--- config.mk ---
export PLATFORM = sky130hd
export DESIGN_NAME = pipe_scoreboard_flat
export DESIGN_NICKNAME = d
export VERILOG_FILES = /design/src/rtl/pipe_scoreboard_pkg.sv /design/src/rtl/pipe_scoreboard_if.sv /design/src/rtl/pipe_scoreboard_match.sv /design/src/rtl/pipe_scoreboard.sv /design/src/flat_wrapper.sv
export SDC_FILE = /design/constraint.sdc
export NUM_CORES = 1
export LEC_CHECK = 0
export BUFFER_PORTS_ARGS = -buffer_cell sky130_fd_sc_hd__buf_4
export CAP_MARGIN = 20
export CORE_ASPECT_RATIO = 1.75
export CORE_UTILIZATION = 30
export DETAILED_ROUTE_END_ITERATION = 10
export SYNTH_ARGS = -nofsm -noshare
export SYNTH_HDL_FRONTEND = slang
export SYNTH_SLANG_ARGS = --single-unit
--- constraint.sdc ---
create_clock -name clk -period 3.9 [get_ports clk]
set_clock_uncertainty 0.05 [all_clocks]
set_input_delay 0.195 -clock clk [delete_from_list [all_inputs] [get_ports clk]]
set_output_delay 0.195 -clock clk [all_outputs]
set_load 0.02 [all_outputs]
--- src/rtl/pipe_scoreboard_pkg.sv ---
// Shared types, constants and helpers for the pipeline writeback scoreboard.
// The slot struct is sized by SCB_REG_AW, so the top must keep REG_AW equal to it.
package scb_pkg;

  localparam int SCB_NUM_REGS = 32;
  localparam int SCB_REG_AW   = $clog2(SCB_NUM_REGS);
  localparam int SCB_NUM_SRC  = 2;
  localparam int SCB_MAX_LAT  = 4;
  localparam int SCB_LAT_W    = $clog2(SCB_MAX_LAT + 1);

  localparam logic [SCB_REG_AW-1:0] REG_ZERO = '0;

  typedef struct packed {
    logic                  v;
    logic [SCB_REG_AW-1:0] dest;
  } slot_t;

  // Latency 0 behaves like a single-cycle ALU op; anything longer than the
  // deepest path is folded onto that path.
  function automatic int clamp_lat(input int lat, input int maxLat);
    if (lat < 1) begin
      return 1;
    end
    if (lat > maxLat) begin
      return maxLat;
    end
    return lat;
  endfunction

  function automatic int popcount(input logic [31:0] bits);
    int cnt;
    cnt = 0;
    for (int i = 0; i < 32; i++) begin
      cnt += int'(bits[i]);
    end
    return cnt;
  endfunction

endpackage

--- src/rtl/pipe_scoreboard_if.sv ---
// Decode-to-scoreboard issue bus plus the writeback-side status returned to the pipe.
// master = decode stage, slave = scoreboard.
interface pipe_scoreboard_if #(
  parameter int REG_AW  = 5,
  parameter int NUM_SRC = 2,
  parameter int LAT_W   = 3
);

  logic                        issue_valid;
  logic [NUM_SRC*REG_AW-1:0]   issue_src;
  logic [NUM_SRC-1:0]          issue_src_used;
  logic                        issue_wb_en;
  logic [REG_AW-1:0]           issue_dest;
  logic [LAT_W-1:0]            issue_lat;
  logic                        flush;

  logic                        issue_stall;
  logic                        issue_accept;
  logic [NUM_SRC-1:0]          fwd_hit;
  logic                        wb_valid;
  logic [REG_AW-1:0]           wb_dest;
  logic [LAT_W-1:0]            inflight_cnt;
  logic [31:0]                 stall_cycles;

  modport master (
    output issue_valid, issue_src, issue_src_used, issue_wb_en,
           issue_dest, issue_lat, flush,
    input  issue_stall, issue_accept, fwd_hit, wb_valid, wb_dest,
           inflight_cnt, stall_cycles
  );

  modport slave (
    input  issue_valid, issue_src, issue_src_used, issue_wb_en,
           issue_dest, issue_lat, flush,
    output issue_stall, issue_accept, fwd_hit, wb_valid, wb_dest,
           inflight_cnt, stall_cycles
  );

endinterface

--- src/rtl/pipe_scoreboard_match.sv ---
// Compares one decode source operand against every in-flight writeback slot.
// rawHitFuture: producer still in EXE/MEM; rawHitWb: producer writes back this cycle.
module scb_match
  import scb_pkg::*;
#(
  parameter int REG_AW  = SCB_REG_AW,
  parameter int MAX_LAT = SCB_MAX_LAT
) (
  input  logic [REG_AW-1:0] src,
  input  logic              srcUsed,
  input  slot_t             slots [MAX_LAT],
  output logic              rawHitFuture,
  output logic              rawHitWb
);

  logic active;

  // Register 0 and operands the instruction does not read can never create a hazard.
  always_comb begin
    active       = srcUsed && (src != REG_ZERO);
    rawHitFuture = 1'b0;
    for (int i = 1; i < MAX_LAT; i++) begin
      if (active && slots[i].v && (slots[i].dest == src)) begin
        rawHitFuture = 1'b1;
      end
    end
    rawHitWb = active && slots[0].v && (slots[0].dest == src);
  end

endmodule

--- src/rtl/pipe_scoreboard.sv ---
// Issue scoreboard for variable-latency execute paths: RAW/structural/WAW stall and WB bypass.
// Optional macro SCB_FWD_EN enables the writeback bypass instead of stalling on slot-0 matches.
module pipe_scoreboard
  import scb_pkg::*;
#(
  parameter int NUM_REGS = SCB_NUM_REGS,
  parameter int REG_AW   = $clog2(NUM_REGS),
  parameter int NUM_SRC  = SCB_NUM_SRC,
  parameter int MAX_LAT  = SCB_MAX_LAT,
  parameter int LAT_W    = $clog2(MAX_LAT + 1)
) (
  input logic                clk,
  input logic                rst,
  pipe_scoreboard_if.slave   bus
);

  slot_t              slots_q [MAX_LAT];
  slot_t              slots_d [MAX_LAT];
  logic [31:0]        stallCount_q;
  logic [31:0]        stallCount_d;

  logic [NUM_SRC-1:0] hitFuture;
  logic [NUM_SRC-1:0] hitWb;
  logic [MAX_LAT-1:0] validBits;
  int                 effLat;
  logic               trackNew;
  logic               rawStall;
  logic               structStall;
  logic               wawStall;
  logic               stall;
  logic               accept;

  for (genvar k = 0; k < NUM_SRC; k++) begin : g_match
    scb_match #(
      .REG_AW  (REG_AW),
      .MAX_LAT (MAX_LAT)
    ) u_match (
      .src          (bus.issue_src[k*REG_AW +: REG_AW]),
      .srcUsed      (bus.issue_src_used[k]),
      .slots        (slots_q),
      .rawHitFuture (hitFuture[k]),
      .rawHitWb     (hitWb[k])
    );
  end

  // Issue decision: a new write lands in slot L-1 after the shift, so slot L must be
  // free now, and no older write to the same register may still sit beyond slot L.
  always_comb begin
    effLat   = clamp_lat(int'(bus.issue_lat), MAX_LAT);
    trackNew = bus.issue_valid && bus.issue_wb_en && (bus.issue_dest != REG_ZERO);
    rawStall = |hitFuture;
`ifndef SCB_FWD_EN
    rawStall = rawStall || (|hitWb);
`endif
    structStall = 1'b0;
    wawStall    = 1'b0;
    for (int i = 1; i < MAX_LAT; i++) begin
      if (trackNew && (i == effLat) && slots_q[i].v) begin
        structStall = 1'b1;
      end
    end
    for (int i = 0; i < MAX_LAT; i++) begin
      if (trackNew && (i > effLat) && slots_q[i].v && (slots_q[i].dest == bus.issue_dest)) begin
        wawStall = 1'b1;
      end
    end
    stall  = bus.issue_valid && !bus.flush && (rawStall || structStall || wawStall);
    accept = bus.issue_valid && !bus.flush && !stall;
  end

  // Every slot moves one step closer to writeback; an accepted write enters behind it.
  always_comb begin
    for (int i = 0; i < MAX_LAT - 1; i++) begin
      slots_d[i] = slots_q[i+1];
    end
    slots_d[MAX_LAT-1] = '0;
    if (accept && trackNew) begin
      for (int i = 0; i < MAX_LAT; i++) begin
        if (i == effLat - 1) begin
          slots_d[i].v    = 1'b1;
          slots_d[i].dest = bus.issue_dest;
        end
      end
    end
    stallCount_d = stallCount_q;
    if (stall && (stallCount_q != '1)) begin
      stallCount_d = stallCount_q + 32'd1;
    end
  end

  always_ff @(posedge clk) begin
    if (rst) begin
      for (int i = 0; i < MAX_LAT; i++) begin
        slots_q[i] <= '0;
      end
      stallCount_q <= '0;
    end else begin
      slots_q      <= slots_d;
      stallCount_q <= stallCount_d;
    end
  end

  always_comb begin
    for (int i = 0; i < MAX_LAT; i++) begin
      validBits[i] = slots_q[i].v;
    end
  end

  assign bus.issue_stall  = stall;
  assign bus.issue_accept = accept;
  assign bus.wb_valid     = slots_q[0].v;
  assign bus.wb_dest      = slots_q[0].dest;
  assign bus.inflight_cnt = LAT_W'(popcount(32'(validBits)));
  assign bus.stall_cycles = stallCount_q;

`ifdef SCB_FWD_EN
  assign bus.fwd_hit = hitWb & {NUM_SRC{bus.issue_valid && !bus.flush}};
`else
  assign bus.fwd_hit = '0;
`endif

endmodule
--- src/flat_wrapper.sv ---
// flat-port wrapper written by rule: the top's interface ports become plain ports
module pipe_scoreboard_flat import scb_pkg::*;
#(
  parameter int NUM_REGS = SCB_NUM_REGS,
  parameter int REG_AW   = $clog2(NUM_REGS),
  parameter int NUM_SRC  = SCB_NUM_SRC,
  parameter int MAX_LAT  = SCB_MAX_LAT,
  parameter int LAT_W    = $clog2(MAX_LAT + 1)
)
  (clk, rst, bus_issue_valid, bus_issue_src, bus_issue_src_used, bus_issue_wb_en, bus_issue_dest, bus_issue_lat, bus_flush, bus_issue_stall, bus_issue_accept, bus_fwd_hit, bus_wb_valid, bus_wb_dest, bus_inflight_cnt, bus_stall_cycles);
  pipe_scoreboard_if #(.REG_AW(REG_AW), .NUM_SRC(NUM_SRC), .LAT_W(LAT_W)) bus_i ();
  input logic clk;
  input logic rst;
  input wire logic [$bits(bus_i.issue_valid)-1:0] bus_issue_valid;
  input wire logic [$bits(bus_i.issue_src)-1:0] bus_issue_src;
  input wire logic [$bits(bus_i.issue_src_used)-1:0] bus_issue_src_used;
  input wire logic [$bits(bus_i.issue_wb_en)-1:0] bus_issue_wb_en;
  input wire logic [$bits(bus_i.issue_dest)-1:0] bus_issue_dest;
  input wire logic [$bits(bus_i.issue_lat)-1:0] bus_issue_lat;
  input wire logic [$bits(bus_i.flush)-1:0] bus_flush;
  output wire logic [$bits(bus_i.issue_stall)-1:0] bus_issue_stall;
  output wire logic [$bits(bus_i.issue_accept)-1:0] bus_issue_accept;
  output wire logic [$bits(bus_i.fwd_hit)-1:0] bus_fwd_hit;
  output wire logic [$bits(bus_i.wb_valid)-1:0] bus_wb_valid;
  output wire logic [$bits(bus_i.wb_dest)-1:0] bus_wb_dest;
  output wire logic [$bits(bus_i.inflight_cnt)-1:0] bus_inflight_cnt;
  output wire logic [$bits(bus_i.stall_cycles)-1:0] bus_stall_cycles;
  assign bus_i.issue_valid = bus_issue_valid;
  assign bus_i.issue_src = bus_issue_src;
  assign bus_i.issue_src_used = bus_issue_src_used;
  assign bus_i.issue_wb_en = bus_issue_wb_en;
  assign bus_i.issue_dest = bus_issue_dest;
  assign bus_i.issue_lat = bus_issue_lat;
  assign bus_i.flush = bus_flush;
  assign bus_issue_stall = bus_i.issue_stall;
  assign bus_issue_accept = bus_i.issue_accept;
  assign bus_fwd_hit = bus_i.fwd_hit;
  assign bus_wb_valid = bus_i.wb_valid;
  assign bus_wb_dest = bus_i.wb_dest;
  assign bus_inflight_cnt = bus_i.inflight_cnt;
  assign bus_stall_cycles = bus_i.stall_cycles;
  pipe_scoreboard #(.NUM_REGS(NUM_REGS), .REG_AW(REG_AW), .NUM_SRC(NUM_SRC), .MAX_LAT(MAX_LAT), .LAT_W(LAT_W)) u_core (.clk(clk), .rst(rst), .bus(bus_i));
endmodule
* Yosys cells after proc, flatten, opt, wreduce, memory -nomap -nowiden
Cells that the tools add are included. W data, S select, Z words.
Word-level totals: register bits 56, input bits 25, word-level logic and storage cells 122
Operators by class: add/subtract/negate cells 5, magnitude comparators 6, equality and inequality tests 19, muxes and demuxes 25, bitwise operators 2, reduce and logical (&&, ||, !) cells 56
Operators with widths (count):
- $eq A3 B32 Y1 const A | 4
- $eq A2 B32 Y1 const A | 2
- $gt A3 B32 Y1 const A | 2
- $eq A5 B5 Y1 | 12
- $logic_and A1 B1 Y1 | 43
- $add A32 B1 Y32 const B | 1
- $gt A1 B32 Y1 const A | 1
- $gt A2 B32 Y1 const A | 1
- $logic_not A32 Y1 | 1
- $mux W32 | 1
- $ne A32 B32 Y1 const B | 1
- $sub A32 B2 Y32 const B | 1
- $mux W24 | 1
- $mux W6 | 4
- $mux W1 | 17
- $reduce_bool A5 Y1 | 3
- $add A3 B2 Y3 | 2
- $mux W3 | 2
- $reduce_or A2 Y1 | 3
- $gt A3 B3 Y1 const B | 1
- $logic_or A1 B1 Y1 | 3
- $lt A3 B1 Y1 const B | 1
- $reduce_or A3 Y1 | 1
- $add A1 B1 Y2 | 1
- other kinds (2) | 4

* Logic depth before layout (Yosys ltp)
Gate-level depths: netlist (run 1).
depth in word-level cells 20, mapped depth 11

* Modules after synthesis
From an unflattened synthesis (run 1), not the netlist that was laid out.
Second synthesis, totals: cells, all modules 416, area, all modules 3601.0 µm²
Modules (own cells, without submodules):
- pipe_scoreboard | times used 1, cells each 342, area each 3037.9 µm²
- scb_match | times used 2, cells each 37, area each 281.5 µm²

* Least setup slack after synthesis (run 1)
OpenSTA, ideal clock, no wires.
kind reg2reg, start reg u_core.stallCount_q[1] (netlist: u_core.bus.stall_cycles[1]), end reg u_core.stallCount_q[3] (netlist: u_core.bus.stall_cycles[3]), library setup time 0.071 ns, data arrival time 2.355 ns, required time 3.779 ns, path slack 1.424 ns, stages on the path, launching flop included 12, buffers on the path 3, clock period less this slack 2.476 ns, path through dfxtp_1 ha_1 and3_1 nand2_1 nor3_1 nand3_1 nand2_1 clkbuf_1 buf_2 buf_1 o31ai_1 a21oi_1
On the way: cells in the longest elaborated chain, start to end 2, elaborated cells on any way between the ends 3, classes of those cells add/sub: 1; eq/ne: 1; reduce/logical: 1
Ends and longest elaborated chain:
- from (decl) | RTL line pipe_scoreboard.sv:19 | logic [31:0] stallCount_q;
- from (signal assigned) | RTL line pipe_scoreboard.sv:99 | stallCount_q <= stallCount_d;
- parallel branches: the longest is 2 deep, another holds $add A32 B1 Y32
Several ways; the timed one is not identified. A chain may end at the register's enable or synchronous reset.

* Final worst setup path (run 1)
start reg u_core.slots_q (netlist bit u_core.bus.wb_dest[0]), end reg u_core.stallCount_q[5] (netlist: u_core.bus.stall_cycles[5])
On the way: cells in the longest elaborated chain, start to end 9, elaborated cells on any way between the ends 16, classes of those cells eq/ne: 3; mux: 4; reduce/logical: 9
Ends and longest elaborated chain:
- from (decl) | RTL line pipe_scoreboard.sv:17 | slot_t slots_q [MAX_LAT];
- from (signal assigned) | RTL line pipe_scoreboard.sv:98 | slots_q <= slots_d;
- $eq A5 B5 Y1 | RTL line pipe_scoreboard.sv:63 | if (trackNew && (i > effLat) && slots_q[i].v && (slots_q[i].dest == bus.issue_dest)) begin
- $logic_and A1 B1 Y1 | RTL line pipe_scoreboard.sv:63
- $mux W1 (4 in a row) | RTL line pipe_scoreboard.sv:63
- $logic_or A1 B1 Y1 * | RTL line pipe_scoreboard.sv:67 | stall = bus.issue_valid && !bus.flush && (rawStall || structStall || wawStall);
- $logic_and A1 B1 Y1 * | RTL line pipe_scoreboard.sv:67
- $logic_and A1 B1 Y1 * | RTL line pipe_scoreboard.sv:86 | if (stall && (stallCount_q != '1)) begin
Mark *: on every way between the ends. The rest lies on a longest branch, timed or not.

==> results of run 1 <==
## worst max-delay path, cell delays in order, from the launching register on
cell	delay [ns]
dfxtp_1	0.44
xnor2_1	0.19
nand4_1	0.23
or4_1	0.58
o2111ai_2	0.12
a2111oi_4	0.11
buf_4	0.31
nor4_1	0.45
mux2_4	0.33
## state kept, by name, summed over array words and instances (netlist names)
signal	flops
u_core.bus.stall_cycles	32
u_core.slots_q	18
u_core.bus.wb_dest	5
u_core.bus.wb_valid	1
## worst paths after layout
kind                                           startpoint                                 endpoint  slack (ns)  cells after the start
hold / removal                          bus_issue_dest[2]             u_core.slots_q[2]$_SDFF_PP0_        0.16                      2
setup / recovery         u_core.bus.wb_dest[0]$_SDFF_PP0_  u_core.bus.stall_cycles[5]$_SDFFE_PP0P_        0.96                      8
hold reg to reg   u_core.bus.stall_cycles[9]$_SDFFE_PP0P_  u_core.bus.stall_cycles[9]$_SDFFE_PP0P_        0.47                      2
setup reg to reg         u_core.bus.wb_dest[0]$_SDFF_PP0_  u_core.bus.stall_cycles[5]$_SDFFE_PP0P_        0.96                      8
## power by group through the flow
stage / registers [mW] / logic [mW] / clock network (mW)
floorplan: 0.586 / 0.0851 / 0
global placement: 0.586 / 0.117 / 0
detailed placement: 0.586 / 0.118 / 0
CTS: 0.572 / 0.119 / 0.492
global route: 0.572 / 0.129 / 0.510
finish: 0.572 / 0.118 / 0.472
## cells by family (layout without fill, tap and decap cells)
logic type	Yosys count	count (layout)	share of synthesized area
AND/OR/NAND/NOR	168	168	0.274
flip-flops	56	56	0.297
other	2	3	0.00199
adder cells (fa/ha/maj)	7	7	0.0252
AO/OA/AOI/OAI	68	68	0.125
multiplexers	20	20	0.0584
buffers and inverters	52	87	0.0789
XOR/XNOR	60	60	0.139
## routing by layer
metal	up-vias	global-route usage	routed length, microns
li1	1616	-	-
met1	1587	0.171	3880
met2	85	0.326	5990
met3	27	0.0181	295
met4	0	0.0900	480
met5	-	0	0
## Yosys cell counts (all sizes together), types with 15 or more instances
cell / n / area (sq um)
mux2i: 16 / 160
dfxtp: 56 / 1120
clkbuf: 17 / 63.8
xor2: 41 / 359
o31ai: 21 / 158
xnor2: 19 / 166
nand2b: 22 / 138
a21oi: 30 / 154
or4: 25 / 191
nand3: 24 / 120
buf: 26 / 200
nand2: 15 / 56.3
## layout make-up
class / count / area [sq um]
Sequential cell: 56 / 1120
Clock inverter: 2 / 13.8
Timing Repair Buffer: 70 / 526
Tap cell: 165 / 206
Multi-Input combinational cell: 326 / 2360
Clock buffer: 6 / 139
Inverter: 9 / 33.8
Fill cell: 1265 / 7740
## per-stage QoR
| step | cells | cell area [sq um] | setup slack [ns] | util |
|---|---|---|---|---|
| 2_1_floorplan | 434 | 3780 | 1.42 | - |
| 3_3_place_gp | 626 | 4250 | 0.988 | 0.350 |
| 3_5_place_dp | 626 | 4250 | 0.955 | 0.350 |
| 4_1_cts | 634 | 4400 | 0.926 | 0.362 |
| 5_1_grt | 634 | 4400 | 0.812 | 0.362 |
| 6_report | 634 | 4400 | 0.959 | 0.362 |
==> impl_metrics.ini, run 1 <==
[clock_network]
clock_tree.buffer_depth = 2
tritoncts = yes
cts_resized = 0
path_clk_slew_ns = 0.08
master_cell_of_the_clock_root_buffer = clkbuf_16
post-cts-setup-buffer-count = 0
postCtsHoldBufs = 0
htree_levels = 2
clkLatencyLatePin_ns = 0.29
cts-buffers-inserted = 5
clkSinkCount = 56

[routing]
routed_wl_mm = 10.6
drcViolationCount = 0
viasPerCell = 5.23
drt.antenna.violating_nets = 0
vias = 3315
routed_wire_length_per_instance_microns = 16.8
drt_pre_antenna_iters = 4
drt_iter0_markers = 95

[power_and_ir_drop]
internal-power_mw = 0.876
p_leak_nw = 1.70
power_frac_clock = 0.406
p_seq_frac = 0.492
power.switching_fraction = 0.247
total_power_mw = 1.16
comb_power_share = 0.102
vdd_ir_drop_max_v = 0.000183
power_per_cell_area_mw_per_mm2 = 264
net-switching-power_mw = 0.287

[worst_setup_path]
critPathCaptureType = register
crit_path_max_fanout = 62
timing.critical_path.from_type = register
worst-endpoint-arrival_ns = 3.07
critical_path_required_ns = 4.03
critPathKind = reg2reg

[timing]
max_slew_margin = 0.524
finalSetupTns_ns = 0
layout_worst_path_cycle_share = 0.754
worst_slew_pin_slew_ns = 0.713
maxClockFrequency_mhz = 340
final_period_minus_worst_setup_slack_ns = 2.94
final-setup-viol-count = 0
final_hold_viol_count = 0
worst_hold_slack_ns = 0.155
grt_setup_unrepaired = false
drv_slew = 0

[logic_synthesis]
asyncSetResetFlopFracSynth = 0
yosys_warnings = 0
synth-seq-cells = 56
synth_enable_flop_cells = 0
synthesis.instances = 433
most_used_dff_post_synth = dfxtp_1
synth.avg_cell_area_sq_um = 8.72
synth.cell_area_sq_mm = 0.00377
synth.yosys.seq_area_share = 0.297
synth.distinct_cells = 50

[floorplanning]
rows = 53
fp.dieH_microns = 150
io-pin-count = 70
initial_core_util = 0.311
floorplan.die_area_sq_mm = 0.0130
fp.dieW_microns = 86.8
core_area_sq_mm = 0.0121

[placed_design]
detailed_placement_wirelength_estimate_mm = 8.17
port_buffers = 67
globalplace.congestion = 0.991

[global_route]
maximum_number_of_pins_on_one_net_before_global_route_repair = 63
initial_antenna_violation_count = 0
grt-ovfl-total = 0
grt_first_pass_wirelength_mm = 17.0
first_global_vias = 3279
track_usage = 0.168

[finish]
diodes = 0
syn2layout_area_growth_pct = 16.5
most-common-layout-cells = buf_4 (70), dfxtp_1 (56), xor2_1 (41)
post_route_cells_drive_above_1_share = 0.209
layout.nets = 500
mostFrequentLayoutCell = buf_4

[outcome]
run_status = completed

[job]
maxCapViolCount = 0

[min_path]
hold_path_class = in2reg
No activity file was read; power rests on OpenSTA's default activity.
==> run 2, diff against run 1 <==
ABC_AREA = 1   (was unset)
clock period = 2.42 ns   (was 3.9 ns; I/O delays follow)
==> run 2 against run 1 <==
Net effect:
- non-clock buffer count is 15 higher
- register-to-register slack got worse by 0.69 ns
- final area grew 24%
- synthesized cell count rose by 80%
- critical endpoint is now bus_issue_accept
- highest routed layer unchanged
==> impl_metrics.ini, run 2 <==
[floorplanning]
rows = 59
io-pin-count = 70
initial_core_util = 0.308
core_area_sq_mm = 0.0149
fp.dieW_microns = 95.5
floorplan.die_area_sq_mm = 0.0158
fp.dieH_microns = 166

[routing]
viasPerCell = 5.18
drcViolationCount = 0
vias = 5274
drt.antenna.violating_nets = 0
drt_pre_antenna_iters = 4
drt_iter0_markers = 227
routed_wl_mm = 17.4
routed_wire_length_per_instance_microns = 17.0

[clock_network]
master_cell_of_the_clock_root_buffer = clkbuf_16
clock_tree.buffer_depth = 2
tritoncts = yes
postCtsHoldBufs = 0
cts-buffers-inserted = 5
htree_levels = 2
path_clk_slew_ns = 0.08
clkLatencyLatePin_ns = 0.30
clkSinkCount = 56

[worst_setup_path]
worst-endpoint-arrival_ns = 2.11
crit-reg2reg-capture = u_core.bus.stall_cycles[0]$_SDFFE_PP0P_
critPathCaptureType = output port
crit_family = simple AND/OR/NAND/NOR gates
worst-r2r-setup-slack_ns = 0.27
critical_path_required_ns = 2.25
critPathKind = reg2out
crit_path_max_fanout = 32
slowest_delay_ns = 0.36
timing.critical_path.mode_cell = nand2_1
timing.critical_path.from_type = register
worstReg2RegStart = u_core.slots_q[8]$_SDFF_PP0_
critPathLaunch = u_core.slots_q[6]$_SDFF_PP0_
crit_end = bus_issue_accept
critical_path.cell_chain = inv_1 > nand2_1 > nand2_1 > nor2_1 > nand2_1 > nor2_1 > nand2_1 > nand3_1 > nor2_4 > nand2_4 > buf_12 > nor3_2 > buf_4
cp_slowest_cell = dfxtp_2
worst-r2r-cell-count = 13
timing.critical_path.depth = 13
critPathBufInv = 3

[finish]
n_fill_cell = 1733
diodes = 0
multiInputGateArea_sq_mm = 0.00301
mostFrequentLayoutCell = nand2_1
layout.nets = 867
layoutNonFillerInstCount = 1019
most-common-layout-cells = nand2_1 (275), buf_4 (83), nor2_1 (81)
post-route-util = 0.367
largest_reg_flops = 32
post_route_cells_drive_above_1_share = 0.171
syn2layout_area_growth_pct = 19.2
ff_latch_area_sq_mm = 0.00115
finalInstanceArea_sq_mm = 0.00547

[placed_design]
port_buffers = 67
postPlaceCellArea_sq_mm = 0.00522
post-place-cells = 1010
place_worst_setup_slack_ns = 0.0664
globalplace.congestion = 0.965
detailed_placement_wirelength_estimate_mm = 13.2

[logic_synthesis]
post-synth-top-area-fraction = 0.244
synth_enable_flop_cells = 0
yosysTopAreaCell = dfxtp_1
top_cell_types_by_occurrence_after_synthesis = nand2_1 (279), nor2_1 (87), inv_1 (66), nand4_1 (58), dfxtp_1 (56)
synth.distinct_cells = 31
yosys_warnings = 0
synth-seq-cells = 56
synth.yosys.seq_area_share = 0.244
synth.avg_cell_area_sq_um = 5.87
synth_most_common_cell = nand2_1
most_used_dff_post_synth = dfxtp_1
synthesis.instances = 781
synth.cell_area_sq_mm = 0.00459
synth.top_cells.by_area = dfxtp_1 (24%), nand2_1 (23%), nand4_1 (7.9%)
asyncSetResetFlopFracSynth = 0

[timing]
maxClockFrequency_mhz = 439
post-route-worst-setup-slack_ns = 0.141
final-setup-viol-count = 0
final_period_minus_worst_setup_slack_ns = 2.28
finalSetupTns_ns = 0
drv_slew = 0
worst_hold_slack_ns = 0.143
layout_worst_path_cycle_share = 0.942
worst_slew_pin_slew_ns = 0.525
grt_setup_unrepaired = false
final_hold_viol_count = 0
max_slew_margin = 0.650

[power_and_ir_drop]
p_leak_nw = 2.32
vdd_ir_drop_max_v = 0.000319
total_power_mw = 1.91
power_per_cell_area_mw_per_mm2 = 349

[min_path]
hold_path_startpoint = bus_issue_dest[0]
hold_path_class = in2reg

[global_route]
track_usage = 0.228
first_global_vias = 4996
maximum_number_of_pins_on_one_net_before_global_route_repair = 48
initial_antenna_violation_count = 0
grt_first_pass_wirelength_mm = 26.9
grt-ovfl-total = 0

[job]
maxCapViolCount = 0

[outcome]
run_status = completed
## run 2: layout make-up
class                           count  area share
Multi-Input combinational cell    617       0.551
Sequential cell                    56       0.210
Timing Repair Buffer               85       0.121
Inverter                           70      0.0481
Tap cell                          183      0.0419
Clock buffer                        5      0.0229
Clock inverter                      3     0.00435
## run 2: report_power, final
group / internal [mW] / switching [mW]
clock: 0.386 / 0.357
combinational: 0.0776 / 0.170
sequential: 0.918 / 0.00117
total: 1.38 / 0.528
## run 2: worst reg2reg max path: stages (launching register included)
cell and delay, ns:
dfxtp_4 0.39, inv_1 0.08, nand2_1 0.10, nand2_1 0.06, nor2_1 0.11, nand2_1 0.15, nor2_1 0.17, nand2_1 0.07
nand3_1 0.13, nor2_4 0.06, nand2_4 0.08, nand3_4 0.32, nor2_1 0.21, nor2_1 0.06
## run 2: how the worst min path moves through the flow
stage	to	slack, ns	cells past startpoint
floorplan	u_core.slots_q[3]$_SDFF_PP0_	0.24	2
global placement	u_core.bus.stall_cycles[31]$_SDFFE_PP0P_	0.42	2
detailed placement	u_core.bus.stall_cycles[31]$_SDFFE_PP0P_	0.43	2
CTS	u_core.bus.stall_cycles[25]$_SDFFE_PP0P_	0.13	4
global route	u_core.slots_q[0]$_SDFF_PP0_	0.15	3
finish	u_core.slots_q[0]$_SDFF_PP0_	0.14	3
## run 2: per-layer routing
metal / global-route usage / share of wire / wire, microns / vias to the layer above
li1: - / - / - / 2616
met1: 0.231 / 0.35 / 6110 / 2415
met2: 0.428 / 0.54 / 9330 / 180
met3: 0.0311 / 0.046 / 798 / 63
met4: 0.142 / 0.064 / 1110 / 0
met5: 0 / 0 / 0 / -
## run 2: cell families after synthesis
family	after synthesis	share of synthesized area
AND/OR/NAND/NOR	500	0.473
adder cells (fa/ha/maj)	7	0.0207
buffers and inverters	109	0.114
XOR/XNOR	35	0.0668
other	2	0.00164
flip-flops	56	0.244
AO/OA/AOI/OAI	72	0.0797
## run 2: what timing repair did
item | 4_1_cts | 5_1_grt
buffers inserted | 0 | 1
gates resized for setup | 1 | 41
pin swaps | 0 | 1
setup endpoints to repair | 1 | 52
